==> config.mk <==
export PLATFORM = sky130hd
export DESIGN_NAME = fsm_stim_ctrl
export DESIGN_NICKNAME = d
export VERILOG_FILES = /design/src/rtl/fsm_stim_ctrl.sv
export SDC_FILE = /design/constraint.sdc
export NUM_CORES = 1
export LEC_CHECK = 0
export CORE_MARGIN = 8
export CORE_UTILIZATION = 40
export CTS_CLUSTER_SIZE = 20
export DETAILED_ROUTE_END_ITERATION = 12
export PLACE_DENSITY = 0.68
export SYNTH_ARGS = -nofsm -noshare
export SYNTH_HDL_FRONTEND = slang
export SYNTH_SLANG_ARGS = --single-unit
==> constraint.sdc <==
create_clock -name clock -period 2.8 [get_ports clock]
set_clock_uncertainty 0.2 [all_clocks]
set_input_delay 0.28 -clock clock [delete_from_list [all_inputs] [get_ports clock]]
set_output_delay 0.28 -clock clock [all_outputs]
set_load 0.05 [all_outputs]
==> src/rtl/fsm_stim_ctrl.sv <==
// fsm_stim_ctrl: drives a serial bit pattern into a Mealy FSM under test and captures its response.
module fsm_stim_ctrl #(
    parameter int W = 8
) (
    input  logic                   clock,
    input  logic                   reset,
    input  logic                   start,
    input  logic [W-1:0]           pattern,
    input  logic [$clog2(W+1)-1:0] len,
    input  logic                   fsm_y,
    output logic                   fsm_x,
    output logic                   fsm_rst_n,
    output logic                   busy,
    output logic                   done,
    output logic [W-1:0]           resp,
    output logic [$clog2(W+1)-1:0] ones
);
    localparam int LW = $clog2(W + 1);
    typedef enum logic [1:0] {IDLE, CLR, RUN, DONE} state_t;
    state_t        state;
    logic [W-1:0]  sr;
    logic [LW-1:0] cnt;
    logic [LW-1:0] len_eff;
    assign len_eff = (len == '0 || len > LW'(W)) ? LW'(W) : len;
    // reset masks the FSM-facing outputs immediately so the controlled FSM stays held while reset is high
    assign busy      = ~reset & (state != IDLE);
    assign done      = ~reset & (state == DONE);
    assign fsm_rst_n = ~reset & (state != CLR);
    assign fsm_x     = ~reset & (state == RUN) & sr[W-1];
    always_ff @(posedge clock) begin
        if (reset) begin
            state <= IDLE;
            sr    <= '0;
            cnt   <= '0;
            resp  <= '0;
            ones  <= '0;
        end else begin
            case (state)
                IDLE: if (start) begin
                    state <= CLR;
                    sr    <= pattern;
                    cnt   <= len_eff;
                    resp  <= '0;
                    ones  <= '0;
                end
                CLR: state <= RUN;
                RUN: begin
                    resp  <= {resp[W-2:0], fsm_y};
                    ones  <= ones + LW'(fsm_y);
                    sr    <= {sr[W-2:0], 1'b0};
                    cnt   <= cnt - LW'(1);
                    state <= (cnt == LW'(1)) ? DONE : RUN;
                end
                DONE: state <= IDLE;
                default: state <= IDLE;
            endcase
        end
    end
endmodule

* Word-level counts from Yosys, hierarchy flattened
Cells that the tools add are included.
** Cells by class
- Eq/ne operators :: 6
- Magnitude comparators :: 1
- Multiplexer cells :: 12
- Add/sub/neg operators :: 2
- Bitwise operators :: 6
- Reductions and logical operators :: 6
** Operators by type and width (number)
- 8-bit one-hot mux with 2 select lines :: 2
- 8-bit two-way mux :: 2
- 4-bit one-hot mux with 2 select lines :: 2
- 4-bit two-way mux :: 3
- 2-bit one-hot mux with 4 select lines :: 1
- 1-bit AND :: 5
- 4-bit by 1-bit adder with 4-bit output :: 1
- 2-bit equality test, second input constant :: 2
- 4-bit by 1-bit equality test with 1-bit output, second input constant :: 1
- 4-bit greater-than comparator, second input constant :: 1
- 4-bit zero test :: 1
- 2-bit nonzero test :: 2
- 4-bit by 1-bit subtractor with 4-bit output, second input constant :: 1
- 2-bit by 1-bit equality test with 1-bit output, second input constant :: 1
- 2-bit zero test :: 1
- 2-bit two-way mux :: 1
- 2-bit by 1-bit != test with 1-bit output, second input constant :: 1
- 2-bit != test, second input constant :: 1
- 2-bit AND reduction :: 1
- 1-bit logical OR :: 1
- 1-bit two-way mux :: 1
- 1-bit inverter :: 1
** Word-level totals
- Flip-flop bits (word level) :: 26
- Word-level logic and storage cells :: 38
- Bits of input ports :: 16

* Depth between registers and ports, before layout
- Depth after elaboration :: 5
- Depth in mapped cells :: 9

* Worst setup path after synthesis
OpenSTA, ideal clock, no wires.
- Path kind :: flip-flop to output port
- From :: register state[0]
- To :: output fsm_x
- Cell stages (with the launch flop) :: 7
- Path slack :: 0.513 ns
- Arrival time :: 1.807 ns
- Buffers on the path :: 2
- Cell sequence :: dfxtp_1 > inv_1 > ha_1 > buf_2 > buf_1 > nand2_1 > nor2_1
** On the way
- Cells in the longest elaborated chain, start to end :: 3
** RTL lines
- from (decl) :: RTL line 20 : state_t state;
- from (signal assigned) :: RTL line 52 : state <= (cnt == LW'(1)) ? DONE : RUN;
- 2-bit equality test :: RTL line 29 : assign fsm_x = ~reset & (state == RUN) & sr[W-1];
- 1-bit AND (2 in a row) :: RTL line 29
- to (decl) :: RTL line 11 : output logic fsm_x,
Every way passes these cells.

* Worst setup path in the final report
- From :: register state[0]
- To :: register cnt[2]
** On the way
- Cells in the longest elaborated chain, start to end :: 3
- Elaborated cells between the ends (all ways) :: 6
** RTL lines
- 2-bit equality test / 2-bit zero test (equally long branches) :: RTL line 38 : case (state)
- 2-bit nonzero test (no line) / 2-bit != test (equally long branches)
- 2-bit AND reduction (no line)
- to (signal assigned) :: RTL line 42 : cnt <= len_eff;
- to (signal assigned) :: RTL line 51 : cnt <= cnt - LW'(1);
- to (decl) :: RTL line 22 : logic [LW-1:0] cnt;
Several ways; a longest one is shown, not always the timed one.
A chain may end at the register's enable or synchronous reset.

==> results.cfg <==
[global_routing]
grt_pass1_wl_um = 4933
grt_use_met3_pct = 4.881
grt_pass1_vias = 1082
busiest_layer = met2
grtUsageTotal_pct = 11.81
antenna_found_initial = 0
met1_usage_pct = 13.70
grt_max_degree = 21
overflow = 0
gr-usage-met2_pct = 18.83

[die]
std_cell_rows = 20
num_io_pins = 32
start_util_pct = 41.42
die-height_um = 71.76
core_mm2 = 0.003003
fp.dieArea_mm2 = 0.005150
die_x_um = 71.76

[finish]
layout_common_cells = clkdlybuf4s50_1 (27), dfxtp_1 (26), nor2_1 (24)
fillers = 276
nNetsFinal = 195
syn_to_final_growth_pct = 34.31
antennaDiodeCount = 0
seqCellArea_um2 = 520.5
utilization_pct = 55.63
final_common_cell = clkdlybuf4s50_1
multiInputGateArea_um2 = 660.6
drive_above_1_share_pct = 8.235

[clock_network]
cts_tree = built
clock-sinks = 26
ctsHoldBuffers = 0
clkSlewWorstSetupHoldPaths_ps = 140
h-tree-depth = 1
cts-root-buf = clkbuf_4
post-cts-setup-buffer-count = 0
numCtsBuffers = 3
clockBufferDepth = 2
cts-resized-gates = 0
clock_latency_ps = 320

[timing]
slew_headroom_pct = 54.38
max_freq_mhz = 440.7
min_period_over_period_pct = 81.04
rsz0062_at_grt = false
slew_violations = 0
period_needed_ps = 2269
tightest_slew_ps = 683.6
setup_tns_ps = 0
hold_viol = 0
setup_viol_count_final = 0

[yosys]
syn_area_mm2 = 0.001244
ys_warn_count = 0
synthCells = 141
avgSynthCellArea_um2 = 8.821
seq_area_frac_synth_pct = 41.85
synth_largest_area_cell = dfxtp_1
yosysUniqueCellTypes = 29
synth_area_leaders = dfxtp_1 (42%), ha_1 (8.0%), nor2_1 (7.2%)
ys_ff_latch = 26
synth_nets = 165
yosys.area.top_type_share_pct = 41.85

[worst_setup_path]
slowest_stage = nor2_2
crit_path_end_kind = flip-flop
timing.critical_path.buf_inv = 1
cp.required_ps = 2840
worstSetupStartpoint = state[0]$_SDFFE_PP0P_
crit_family = simple AND/OR/NAND/NOR gates
timing.rr.end = cnt[2]$_SDFFE_PP0P_
path_cells = inv_1 > ha_1 > nor2_1 > nor2_2 > a21oi_1 > a211oi_1
start_kind = flip-flop
max_stage_delay_ps = 550
reg2reg_slack_ps = 530
crit_end = cnt[2]$_SDFFE_PP0P_
reg2reg_from = state[0]$_SDFFE_PP0P_
cp.depth = 6
reg2reg_depth = 6
crit_fanout = 19
critPathArrivalTime_ps = 2310
critPathKind = flip-flop to flip-flop

[drt]
wire_per_inst_um = 14.73
wirelength_um = 2990
drc = 0
drt_iter0_drc = 93
vias = 1054
dr.pass1.iters = 4
routed_via_density = 5.192
route.antenna.remaining_nets = 0

[power_and_ir_drop]
powerDensity_mw_per_mm2 = 585.2
power.leakage_nw = 0.6218
pwr-share-seq_pct = 44.8
pwr-share-clk_pct = 26.3
switching_power_mw = 0.2991
p_int_mw = 0.6784
sw_frac_of_total_pct = 30.60
max-vdd-ir-drop_mv = 0.2302
p_comb_share_pct = 28.9

[place]
io_buffers = 31
dpl.hpwl_um = 2158
gp_congestion = 0.7490

[flow_run]
cap_violations = 0

[hold_path]
hp-class = flip-flop to flip-flop

[status]
run_status = completed
## per-layer routing
layer	wire, µm	vias up	part of all wire [%]
met5	0	-	0
met1	1384	473	46
li1	-	549	-
met3	271	2	9.1
met2	1322	30	44
met4	12	0	0.40
## state kept, by name, indices dropped and copies added, names as in the netlist
register and cells:
state 2, resp 8, cnt 4, sr 8
ones 4
## kinds of logic after synthesis
logic type	after synthesis	synth area share, %
AND/OR/NAND/NOR	53	21.13
AO/OA/AOI/OAI	31	16.80
flip-flops	26	41.85
buffers and inverters	14	5.029
multiplexers	8	6.439
adder cells (fa/ha/maj)	8	8.049
XOR/XNOR	1	0.7044
## how the worst min path moves through the flow
stage | startpoint | slack (ps) | depth (start not counted) | endpoint
floorplan | fsm_y | 230 | 2 | resp[0]$_SDFFE_PP0P_
global placement | sr[0]$_SDFFE_PP0P_ | 240 | 2 | sr[0]$_SDFFE_PP0P_
detailed placement | sr[0]$_SDFFE_PP0P_ | 250 | 2 | sr[0]$_SDFFE_PP0P_
CTS | sr[0]$_SDFFE_PP0P_ | 280 | 2 | sr[0]$_SDFFE_PP0P_
global route | sr[0]$_SDFFE_PP0P_ | 300 | 2 | sr[0]$_SDFFE_PP0P_
finish | sr[0]$_SDFFE_PP0P_ | 270 | 2 | sr[0]$_SDFFE_PP0P_
## through the flow
stage	power [mW]	instance area (µm²)	instances	setup WS (ps)	hold slack, ps
floorplan	0.6410	1244	141	512.7	228.3
global placement	0.7186	1618	199	711.1	241.7
detailed placement	0.7283	1618	199	609.2	253.5
CTS	0.9847	1670	203	567.2	275.7
global route	1.032	1670	203	310.4	302.3
finish	0.9775	1670	203	530.9	270.3
## worst min-delay path, delay by kind of cell, from the launching register on
family	cells	cell delay, ps
AO/OA/AOI/OAI	1	50
flip-flops	1	340
AND/OR/NAND/NOR	1	50
## power groups by stage
stage	clock, mW	sequential [mW]	combinational, mW
global route	0.277	0.443	0.312
CTS	0.263	0.439	0.283
floorplan	0	0.444	0.197
detailed placement	0	0.447	0.281
global placement	0	0.444	0.274
finish	0.257	0.438	0.282
## layout make-up
type,instances,area share [%]
Sequential cell,26,31.16
Clock buffer,3,1.348
Inverter,4,0.8989
Timing Repair Buffer,35,22.77
Tap cell,33,2.472
Clock inverter,1,1.798
Multi-Input combinational cell,101,39.55
## cells in the mapped netlist
master    count
xor2_1        1
a22oi_1      10
a31oi_1       1
nor2_2        1
or4_1         1
mux2i_1       8
nor2b_1       5
or4b_1        1
and2_1        1
a211oi_1     10
nand2_1       7
nor2_1       24
clkbuf_1      6
nand4b_1      1
a21oi_1       5
o21ai_0       4
buf_6         1
or2_1         1
nand3_1       3
nor3_1        4
nand2b_1      1
ha_1          8
buf_1         1
dfxtp_1      26
inv_1         4
o21a_1        1
nor2b_4       1
buf_2         2
nor3b_1       2
(Power assumes the default switching activity.)
